==> src/rtl/block_sync_6466b_if.sv <==
// Stream bundle for the 64b/66b block aligner: raw 66-bit words in, aligned blocks out.
// The slave modport is the aligner's view; the master modport is the environment's view.
interface block_sync_6466b_if;
  logic [65:0] s_axis_tdata;
  logic        s_axis_tvalid;
  logic        s_axis_tready;
  logic [1:0]  m_axis_ttype;
  logic [63:0] m_axis_tdata;
  logic        m_axis_tvalid;
  logic        m_axis_tready;

  modport slave (
    input  s_axis_tdata, s_axis_tvalid, m_axis_tready,
    output s_axis_tready, m_axis_ttype, m_axis_tdata, m_axis_tvalid
  );

  modport master (
    output s_axis_tdata, s_axis_tvalid, m_axis_tready,
    input  s_axis_tready, m_axis_ttype, m_axis_tdata, m_axis_tvalid
  );
endinterface

==> src/rtl/block_sync_6466b.sv <==
// 64b/66b block aligner with block-lock state machine. Slides a 66-bit window over
// the last two accepted words, tests the sync header and slips one bit at a time
// until LOCK_CNT consecutive good headers are seen. Emits header + scrambled payload
// only while locked.
module block_sync_6466b #(
  parameter int LOCK_CNT  = 64,
  parameter int INVLD_MAX = 16,
  parameter int SLIP_WAIT = 2
) (
  input  logic               clk,
  input  logic               reset,
  block_sync_6466b_if.slave  bus,
  output logic               block_lock,
  output logic [6:0]         bit_offset
);
  localparam int SHW = $clog2(LOCK_CNT + 1);
  localparam int IVW = $clog2(INVLD_MAX + 1);
  localparam int WW  = $clog2(SLIP_WAIT + 1);
  localparam logic [SHW-1:0] LOCK_V  = SHW'(LOCK_CNT);
  localparam logic [IVW-1:0] INVLD_V = IVW'(INVLD_MAX);
  localparam logic [WW-1:0]  WAIT_V  = WW'(SLIP_WAIT);
  localparam logic [WW-1:0]  WAIT_1  = WW'(1);

  typedef enum logic [1:0] {RESET_CNT, TEST_SH, SLIP} state_t;

  state_t         state, state_n;
  logic [65:0]    prev;
  logic           prev_valid;
  logic [SHW-1:0] sh_cnt, sh_n, sh_base, sh_inc;
  logic [IVW-1:0] invld, iv_n, iv_base, iv_inc;
  logic [WW-1:0]  wait_cnt, wait_n;
  logic           lock_n, slip, tested;
  logic [6:0]     off_n;
  logic [65:0]    aligned;
  logic [1:0]     hdr;
  logic           hdr_ok, beat;

  assign beat              = bus.s_axis_tvalid & bus.m_axis_tready;
  assign bus.s_axis_tready = bus.m_axis_tready;

  // Window extraction: prev sits in the low half so bit 0 of prev is the oldest bit.
  always_comb begin
    aligned = 66'({bus.s_axis_tdata, prev} >> bit_offset);
    hdr     = aligned[1:0];
    hdr_ok  = hdr[0] ^ hdr[1];
  end

  // Lock/slip decision for the current beat. RESET_CNT counts as a zeroed
  // TEST_SH so the beat that enters it is still tested.
  always_comb begin
    state_n = state;
    sh_n    = sh_cnt;
    iv_n    = invld;
    wait_n  = wait_cnt;
    lock_n  = block_lock;
    off_n   = bit_offset;
    slip    = 1'b0;
    tested  = beat & prev_valid & (state != SLIP);
    sh_base = (state == RESET_CNT) ? '0 : sh_cnt;
    iv_base = (state == RESET_CNT) ? '0 : invld;
    sh_inc  = sh_base + SHW'(1);
    iv_inc  = iv_base + {{(IVW-1){1'b0}}, ~hdr_ok};
    if (beat && prev_valid) begin
      case (state)
        RESET_CNT, TEST_SH: begin
          state_n = TEST_SH;
          sh_n    = sh_base;
          iv_n    = iv_base;
          if (!block_lock) begin
            if (!hdr_ok) slip = 1'b1;
            else begin
              sh_n = sh_inc;
              if (sh_inc == LOCK_V) begin
                lock_n  = 1'b1;
                state_n = RESET_CNT;
              end
            end
          end else begin
            sh_n = sh_inc;
            iv_n = iv_inc;
            // Too many bad headers wins over a window closing on the same beat.
            if (iv_inc == INVLD_V) begin
              lock_n = 1'b0;
              slip   = 1'b1;
            end else if (sh_inc == LOCK_V) begin
              state_n = RESET_CNT;
            end
          end
          if (slip) begin
            state_n = SLIP;
            wait_n  = WAIT_V;
            off_n   = (bit_offset == 7'd65) ? 7'd0 : bit_offset + 7'd1;
          end
        end
        default: begin
          // Discard beats while the new offset settles through prev.
          wait_n = wait_cnt - WW'(1);
          if (wait_cnt <= WAIT_1) state_n = RESET_CNT;
        end
      endcase
    end
  end

  // State, counters and the latency-1 output register.
  always_ff @(posedge clk) begin
    if (reset) begin
      state             <= RESET_CNT;
      sh_cnt            <= '0;
      invld             <= '0;
      wait_cnt          <= '0;
      block_lock        <= 1'b0;
      bit_offset        <= 7'd0;
      prev_valid        <= 1'b0;
      bus.m_axis_tvalid <= 1'b0;
    end else begin
      state      <= state_n;
      sh_cnt     <= sh_n;
      invld      <= iv_n;
      wait_cnt   <= wait_n;
      block_lock <= lock_n;
      bit_offset <= off_n;
      if (beat) begin
        prev       <= bus.s_axis_tdata;
        prev_valid <= 1'b1;
      end
      if (bus.m_axis_tready) begin
        if (beat) begin
          bus.m_axis_tdata  <= aligned[65:2];
          bus.m_axis_ttype  <= hdr;
          bus.m_axis_tvalid <= lock_n & tested;
        end else begin
          bus.m_axis_tvalid <= 1'b0;
        end
      end
    end
  end
endmodule

==> src/flat_wrapper.sv <==
// flat-port wrapper written by rule: the top's interface ports become plain ports
module block_sync_6466b_flat 
#(
  parameter int LOCK_CNT  = 64,
  parameter int INVLD_MAX = 16,
  parameter int SLIP_WAIT = 2
)
  (clk, reset, block_lock, bit_offset, bus_s_axis_tdata, bus_s_axis_tvalid, bus_m_axis_tready, bus_s_axis_tready, bus_m_axis_ttype, bus_m_axis_tdata, bus_m_axis_tvalid);
  block_sync_6466b_if bus_i ();
  input  logic clk;
  input  logic reset;
  output logic block_lock;
  output logic [6:0] bit_offset;
  input wire logic [$bits(bus_i.s_axis_tdata)-1:0] bus_s_axis_tdata;
  input wire logic [$bits(bus_i.s_axis_tvalid)-1:0] bus_s_axis_tvalid;
  input wire logic [$bits(bus_i.m_axis_tready)-1:0] bus_m_axis_tready;
  output wire logic [$bits(bus_i.s_axis_tready)-1:0] bus_s_axis_tready;
  output wire logic [$bits(bus_i.m_axis_ttype)-1:0] bus_m_axis_ttype;
  output wire logic [$bits(bus_i.m_axis_tdata)-1:0] bus_m_axis_tdata;
  output wire logic [$bits(bus_i.m_axis_tvalid)-1:0] bus_m_axis_tvalid;
  assign bus_i.s_axis_tdata = bus_s_axis_tdata;
  assign bus_i.s_axis_tvalid = bus_s_axis_tvalid;
  assign bus_i.m_axis_tready = bus_m_axis_tready;
  assign bus_s_axis_tready = bus_i.s_axis_tready;
  assign bus_m_axis_ttype = bus_i.m_axis_ttype;
  assign bus_m_axis_tdata = bus_i.m_axis_tdata;
  assign bus_m_axis_tvalid = bus_i.m_axis_tvalid;
  block_sync_6466b #(.LOCK_CNT(LOCK_CNT), .INVLD_MAX(INVLD_MAX), .SLIP_WAIT(SLIP_WAIT)) u_core (.clk(clk), .reset(reset), .bus(bus_i), .block_lock(block_lock), .bit_offset(bit_offset));
endmodule
==> config.mk <==
export PLATFORM = sky130hd
export DESIGN_NAME = block_sync_6466b_flat
export DESIGN_NICKNAME = d
export VERILOG_FILES = /design/src/rtl/block_sync_6466b_if.sv /design/src/rtl/block_sync_6466b.sv /design/src/flat_wrapper.sv
export SDC_FILE = /design/constraint.sdc
export NUM_CORES = 1
export LEC_CHECK = 0
export ABC_CLOCK_PERIOD_IN_PS = 5700
export BUFFER_PORTS_ARGS = -buffer_cell sky130_fd_sc_hd__buf_4
export CORE_MARGIN = 2
export CORE_UTILIZATION = 45
export DETAILED_ROUTE_END_ITERATION = 10
export SLEW_MARGIN = 20
export SYNTH_ARGS = -nofsm -noshare
export SYNTH_HDL_FRONTEND = slang
export SYNTH_SLANG_ARGS = --single-unit
export TNS_END_PERCENT = 20
==> constraint.sdc <==
create_clock -name clk -period 5.7 [get_ports clk]
set_clock_uncertainty 0.1 [all_clocks]
set_input_delay 0.285 -clock clk [delete_from_list [all_inputs] [get_ports clk]]
set_output_delay 0.285 -clock clk [all_outputs]
set_load 0.01 [all_outputs]
==> flow_summary_export.csv, run 1 <==
group,metric,value,unit
status,outcome,"finished, final reports clean",
sta,final_period_utilization,90.0,%
yosys,ys_top_cells_by_count,"240 x sky130_fd_sc_hd__nand2_1, 174 x sky130_fd_sc_hd__mux2i_1, 161 x sky130_fd_sc_hd__mux4_2, 132 x sky130_fd_sc_hd__edfxtp_1, 104 x sky130_fd_sc_hd__o21ai_0",
yosys,synth-warning-count,0,
sta,setup-violations-final,0,
finish,share_of_post_route_cells_with_drive_strength_above_1,31.3,%
critical_path,startpoint_type,"flop",
critical_path,timing.critical_path.arrival,5390,ps
clock_tree,clk_transition_reported_paths,70,ps
die,core_area,33500,sq um
yosys,synth_largest_type_area_fraction,25.9,%
sta,worst_pin_slew,980,ps
finish,utilization,53.7,%
clock_tree,cts.sinks,158,
yosys,synth_area_per_cell,10.5,sq um
drt,detailroute.wirelength.met2,24.7,mm
yosys,netlist_area,15300,sq um
clock_tree,cts_max_level,4,
critical_path,critPathMaxStageDelay,550,ps
yosys,mappedNetlistNets,1534,
yosys,number_of_distinct_library_cell_variants_in_the_gate_level_netlist_after_synthesis,73,
global_routing,antenna_found_initial,2,
critical_path,worstReg2RegStart,"u_core.bit_offset[1]$_SDFFE_PP0P_",
sta,slew_violations,0,
drt,drc_marker_count_from_the_first_detailed_route_iteration,1622,
yosys,largest_cells_by_area_after_synthesis,"sky130_fd_sc_hd__edfxtp_1 26%, sky130_fd_sc_hd__mux4_2 24%, sky130_fd_sc_hd__mux2i_1 11%",
drt,avgViaCountPerCell,6.60,
clock_tree,cts_post_setup_buffers_inserted,0,
power_and_ir_drop,power_per_cell_area,177,nW/um^2
yosys,flops_latches_synth,158,
global_routing,globalRouteOverflowTotal,0,
sta,hold_viol,0,
power_and_ir_drop,total_leakage_power,0.00680,uW
critical_path,critical_path_stages,16,
die,initial_util,45.6,%
clock_tree,tritoncts.num_buffers,17,
finish,nFillCells,2934,
finish,nets_final,1671,
sta,max-slew-margin-rel,34.0,%
yosys,sequential_area_share_after_synthesis,29.3,%
drt,wirelength_met1,23.7,mm
drt,ant_nets,0,
clock_tree,clkLatencyLatePin,470,ps
critical_path,crit_path_frequent_cell,"sky130_fd_sc_hd__ha_1",
drt,drt_drc_violations_left,0,
yosys,asyncSetResetFlopFracSynth,0,%
drt,wl,55.9,mm
run,maxCapViolCount,0,
yosys,most_frequently_used_cell_type_in_the_post_synthesis_netlist,"sky130_fd_sc_hd__nand2_1",
die,io_pins,146,
critical_path,capturing_point_of_the_worst_reg2reg_path,"u_core.bit_offset[4]$_SDFFE_PP0P_",
clock_tree,cts_buffer_depth,2,
sta,whs,22.8,ps
clock_tree,postCtsResizedCells,0,
finish,n_antenna_cell,0,
finish,total_area_of_multi_input_combinational_cells,10100,sq um
critical_path,critical_path_capture_point_type,"flop",
critical_path,timing.reg2reg.setup_slack,570,ps
drt,highest_layer,"met5",
drt,met3RoutedLength,6.00,mm
global_routing,first_pass_grt_wire_length,83.5,mm
critical_path,crit_chain,"buf_12 > mux4_2 > mux2_2 > or2_1 > a31o_2 > nand4_1 > xor2_2 > inv_2 > ha_1 > ha_1 > or4_1 > nor4_2 > inv_1 > or3_1 > o41ai_2 > mux2_1",
die,fp.dieH,188,microns
global_routing,via_count_of_the_first_global_routing_pass,12600,
critical_path,worstRegToRegCells,16,
yosys,post-synth-top-area-cell,"sky130_fd_sc_hd__edfxtp_1",
drt,wl_per_cell,27.2,microns
global_routing,grt_max_degree,95,
finish,area_growth_syn_to_layout,17.7,%
yosys,synthesis.instances,1457,
critical_path,timing.critical_path.buf_inv,3,
sta,final.setup.tns,0,ps
sta,clock.fmax,195,MHz
yosys,postSynth.topFlopCell,"sky130_fd_sc_hd__edfxtp_1",
finish,final-seq-area,4510,sq um
worst_hold_path,hp-class,"in -> reg",
sta,rsz_0062_raised_after_global_routing,"no",
die,die-width,188,microns
die,die_area,35500,sq um
power_and_ir_drop,vdd.ir_drop.worst,0.000218,V
critical_path,path_max_fanout,20,
critical_path,timing.critical_path.from,"u_core.bit_offset[1]$_SDFFE_PP0P_",
clock_tree,cts_root_buffer,"sky130_fd_sc_hd__clkbuf_16",
critical_path,cp-endpoint,"u_core.bit_offset[4]$_SDFFE_PP0P_",
critical_path,crit_family,"simple AND/OR/NAND/NOR gates",
drt,drt_first_pass_iters,5,
power_and_ir_drop,p_total,3190,uW
yosys,synth_edf_count,132,
sta,final_period_minus_worst_setup_slack,5130,ps
clock_tree,cts-hold-fix-buffers,67,
place,detailed_place_hpwl,42.8,mm
critical_path,path_class,"reg -> reg",
clock_tree,cts_tree,"built",
global_routing,grt_use_total,31.6,%
critical_path,worst_path_max_delay_cell,"sky130_fd_sc_hd__dfxtp_4",
critical_path,worstPathRequired,5950,ps
drt,dr_total_vias,13600,
place,portBuffers,145,
die,num_rows,67,
place,gp_routability_congestion,1.00,
-- stage by stage --
step	worst slack [ps]	cells	cell area, sq um
2_1_floorplan	680	1457	15300
3_3_place_gp	658	1956	16700
3_5_place_dp	615	1956	16700
4_1_cts	577	2055	18000
5_1_grt	305	2055	18000
6_report	567	2055	18000
-- worst reg2reg max path, stage by stage, from the launching register on --
cell                      delay [ps]
sky130_fd_sc_hd__dfxtp_4         550
sky130_fd_sc_hd__buf_12          240
sky130_fd_sc_hd__mux4_2          550
sky130_fd_sc_hd__mux2_2          300
sky130_fd_sc_hd__or2_1           250
sky130_fd_sc_hd__a31o_2          240
sky130_fd_sc_hd__nand4_1         180
sky130_fd_sc_hd__xor2_2          250
sky130_fd_sc_hd__inv_2           140
sky130_fd_sc_hd__ha_1            230
sky130_fd_sc_hd__ha_1            310
sky130_fd_sc_hd__or4_1           520
sky130_fd_sc_hd__nor4_2          260
sky130_fd_sc_hd__inv_1           110
sky130_fd_sc_hd__or3_1           390
sky130_fd_sc_hd__o41ai_2          60
sky130_fd_sc_hd__mux2_1          350
-- layer usage --
metal,track usage (%),up-vias
met5,0,-
met4,10.3,2
met3,7.38,102
met2,46.8,827
met1,45.9,6683
li1,-,5944
-- placed cells by master, fill, tap and decap left out, drive strengths merged, types with 4 or more instances in the layout --
cell type,instances
a21oi,47
edfxtp,132
nand2,240
clkinv,7
and2,4
a31oi,9
buf,195
ha,7
nor2b,14
mux2i,174
o22ai,36
dfxtp,26
a31o,6
o211ai,14
a311oi,4
mux2,89
mux4,161
clkbuf,17
nand3,25
a32oi,5
o31ai,4
inv,21
a22oi,7
a21o,4
o21ai,106
dlygate4sd3,67
nor3,10
nand4,10
a211oi,8
and3,8
xor2,4
nor2,88
o22a,7
-- logic make-up (layout without fill, tap and decap cells) --
family	after synthesis	after routing	share of synthesized area, %
buffers and inverters	162	312	4.94
muxes	424	424	41.7
DFF	158	158	29.3
AOI/OAI and AO/OA	285	285	11.6
xor gates and xnor gates	7	7	0.450
and+or+nand+nor	414	414	11.4
adders and majority gates	7	7	0.572
-- state kept, by name, summed over array words and instances, names as in the netlist, 2 cells and up --
register                 cells
u_core.sh_cnt                7
u_core.bit_offset            7
u_core.bus.m_axis_tdata     64
u_core.invld                 5
u_core.state                 2
u_core.wait_cnt              2
u_core.bus.m_axis_ttype      2
u_core.prev                 66
-- area by class of cell --
type / count / share of cell area (%)
flip-flops and latches: 158 / 25.0
multi-input cells: 1137 / 55.9
inverters: 18 / 0.396
repair buffers: 262 / 12.2
well taps: 448 / 3.11
clock inverters: 15 / 1.01
clock buffers: 17 / 2.36
-- where the power goes --
group / internal [uW] / switching, uW
combinational: 284 / 359
sequential: 1300 / 38.9
clock: 694 / 524
total: 2270 / 922
-- how the worst min path moves through the flow --
stage,from,to,slack (ps),cells after the start
after floorplan,bus_s_axis_tdata[0],u_core.prev[0]$_DFFE_PP_,280,0
after global placement,u_core.invld[0]$_SDFFE_PP0P_,u_core.invld[0]$_SDFFE_PP0P_,370,2
after detailed placement,u_core.invld[0]$_SDFFE_PP0P_,u_core.invld[0]$_SDFFE_PP0P_,380,2
after CTS,bus_s_axis_tdata[14],u_core.prev[14]$_DFFE_PP_,3,1
after global routing,bus_s_axis_tdata[14],u_core.prev[14]$_DFFE_PP_,10,1
final,bus_s_axis_tdata[14],u_core.prev[14]$_DFFE_PP_,20,1
Note: power is estimated with default switching activity, not from simulation.
==> inputs of run 2 (changes only) <==
CORE_ASPECT_RATIO = 0.5   (was default)
==> flow_summary_export.csv, run 2 (synthesized netlist as in run 1, its figures left out) <==
group,metric,value,unit
status,outcome,"finished, final reports clean",
power_and_ir_drop,p_total,3180,uW
critical_path,worst_path_max_delay_cell,"sky130_fd_sc_hd__clkinv_1",
drt,ant_nets,0,
place,preCtsSetupSlack,374,ps
clock_tree,cts_max_level,4,
critical_path,cp-endpoint,"u_core.bit_offset[4]$_SDFFE_PP0P_",
global_routing,grt_max_degree,73,
critical_path,timing.critical_path.from,"u_core.bit_offset[6]$_SDFFE_PP0P_",
critical_path,critical_path_stages,14,
finish,final_cell_mix,"240 x sky130_fd_sc_hd__nand2_1, 202 x sky130_fd_sc_hd__buf_4, 174 x sky130_fd_sc_hd__mux2i_1, 161 x sky130_fd_sc_hd__mux4_2, 132 x sky130_fd_sc_hd__edfxtp_1",
critical_path,timing.critical_path.buf_inv,3,
global_routing,antenna_found_initial,2,
critical_path,critPathMaxStageDelay,740,ps
sta,final_period_minus_worst_setup_slack,5420,ps
critical_path,timing.critical_path.arrival,5660,ps
global_routing,via_count_of_the_first_global_routing_pass,12900,
clock_tree,cts_tree,"built",
drt,avgViaCountPerCell,6.72,
finish,layout.cells.most_common,"sky130_fd_sc_hd__nand2_1",
critical_path,crit_path_frequent_cell,"sky130_fd_sc_hd__ha_1",
finish,largest-register,"u_core.prev",
die,io_pins,146,
critical_path,capturing_point_of_the_worst_reg2reg_path,"u_core.bit_offset[4]$_SDFFE_PP0P_",
sta,slew_violations,0,
place,portBuffers,145,
worst_hold_path,hp-class,"in -> reg",
global_routing,globalRouteOverflowTotal,0,
run,maxCapViolCount,0,
place,detailed_place_hpwl,48.3,mm
die,initial_util,46.0,%
sta,finalWorstSetupSlack,280,ps
critical_path,worstReg2RegStart,"u_core.bit_offset[6]$_SDFFE_PP0P_",
die,fp.dieH,134,microns
finish,total_area_of_multi_input_combinational_cells,10100,sq um
finish,largestRegisters,"u_core.prev: 66 flops, u_core.bus.m_axis_tdata: 64 flops",
critical_path,critical_path_capture_point_type,"flop",
drt,drt_first_pass_iters,9,
critical_path,worstRegToRegCells,14,
critical_path,path_max_fanout,16,
drt,wl,62.4,mm
finish,nets_final,1676,
sta,worst_pin_slew,1160,ps
sta,setup-violations-final,0,
power_and_ir_drop,total_leakage_power,0.00680,uW
critical_path,crit_chain,"clkinv_1 > o211a_1 > o41ai_1 > nand4_1 > xor2_2 > inv_2 > ha_1 > ha_1 > or4_1 > nor4_2 > inv_1 > or3_1 > o41ai_2 > mux2_1",
sta,hold_viol,0,
critical_path,startpoint_type,"flop",
finish,largest_register_ff_count,66,
clock_tree,cts_buffer_depth,2,
global_routing,grt_use_total,35.4,%
sta,final_period_utilization,95.1,%
sta,max-slew-margin-rel,22.3,%
finish,nFillCells,2924,
critical_path,timing.reg2reg.setup_slack,280,ps
die,core_area,33300,sq um
die,die-width,265,microns
power_and_ir_drop,power_per_cell_area,177,nW/um^2
sta,final.setup.tns,0,ps
critical_path,path_class,"reg -> reg",
clock_tree,clkLatencyLatePin,460,ps
sta,whs,28.5,ps
drt,drc_marker_count_from_the_first_detailed_route_iteration,1883,
power_and_ir_drop,vdd.ir_drop.worst,0.000189,V
finish,final-seq-area,4510,sq um
die,num_rows,47,
worst_hold_path,worst_hold_path.num_cells,3,
place,gp_routability_congestion,1.06,
drt,wl_per_cell,30.4,microns
sta,clock.fmax,184,MHz
clock_tree,tritoncts.num_buffers,17,
clock_tree,clk_transition_reported_paths,70,ps
drt,dr_total_vias,13800,
global_routing,first_pass_grt_wire_length,90.4,mm
critical_path,worstPathRequired,5940,ps
clock_tree,cts.sinks,158,
clock_tree,cts_root_buffer,"sky130_fd_sc_hd__clkbuf_16",
sta,rsz_0062_raised_after_global_routing,"no",
die,die_area,35600,sq um
drt,drt_drc_violations_left,0,
finish,share_of_post_route_cells_with_drive_strength_above_1,31.8,%
critical_path,crit_family,"simple AND/OR/NAND/NOR gates",
finish,area_growth_syn_to_layout,17.5,%
==> run 2: changes by cell type in the layout (fill, tap and decap cells not counted), sizes merged <==
cell	change
inv	-1
clkinvlp	+1
diode	+2
dlygate4sd3	-5
clkbuf	+1
buf	+10
bufinv	-2
clkinv	+1
==> run 2: tightest hold or removal path: stages <==
cell and delay [ps]:
sky130_fd_sc_hd__buf_4 120, sky130_fd_sc_hd__a21oi_1 60, sky130_fd_sc_hd__nor2_1 80
==> run 2: what timing repair did <==
action / in CTS / in global routing
gates resized for setup: 0 / 0
hold endpoints to repair: 62 / 0
setup buffers: 0 / 0
hold buffers: 62 / 0
==> run 2: per-layer routing <==
layer  vias up  GRT usage (%)  share of wire (%)  wire length [microns]
li1       5951              -                  -                      -
met1      6899           49.2                 42                  26200
met2       869           48.9                 40                  25200
met3        90           17.6                 15                   9440
met4         6           7.97                2.1                   1340
met5         -           2.97               0.44                    275
==> run 2: area by class of cell <==
| type | instances | share of cell area (%) |
|---|---|---|
| flip-flops and latches | 158 | 25.1 |
| clock inverters | 14 | 0.835 |
| well taps | 441 | 3.07 |
| diodes | 2 | 0.0278 |
| repair buffers | 267 | 12.2 |
| clock buffers | 18 | 2.39 |
| multi-input cells | 1137 | 56.0 |
| inverters | 18 | 0.390 |
==> run 2: worst min-delay path by stage <==
stage                                      end                       startpoint
2_1_floorplan         u_core.prev[0]$_DFFE_PP_              bus_s_axis_tdata[0]
3_3_place_gp    u_core.prev_valid$_SDFFE_PP0P_   u_core.prev_valid$_SDFFE_PP0P_
3_5_place_dp   u_core.wait_cnt[0]$_SDFFE_PP0P_  u_core.wait_cnt[0]$_SDFFE_PP0P_
4_1_cts               u_core.prev[7]$_DFFE_PP_              bus_s_axis_tdata[7]
5_1_grt              u_core.prev[10]$_DFFE_PP_             bus_s_axis_tdata[10]
6_report        u_core.prev_valid$_SDFFE_PP0P_                bus_m_axis_tready
==> run 2: where the power goes <==
part,leakage (uW),switching (uW),internal [uW]
Combinational,0.00510,385,285
Sequential,0.00143,43.0,1290
Clock,0.000273,554,616
==> run 2: metrics by stage <==
step / cell area [sq um] / cells / utilization (%)
2_1_floorplan: 15300 / 1457 / -
5_1_grt: 18000 / 2053 / 54.0
4_1_cts: 18000 / 2053 / 54.0
3_5_place_dp: 16800 / 1959 / 50.4
3_3_place_gp: 16800 / 1959 / 50.4
6_report: 18000 / 2055 / 54.0
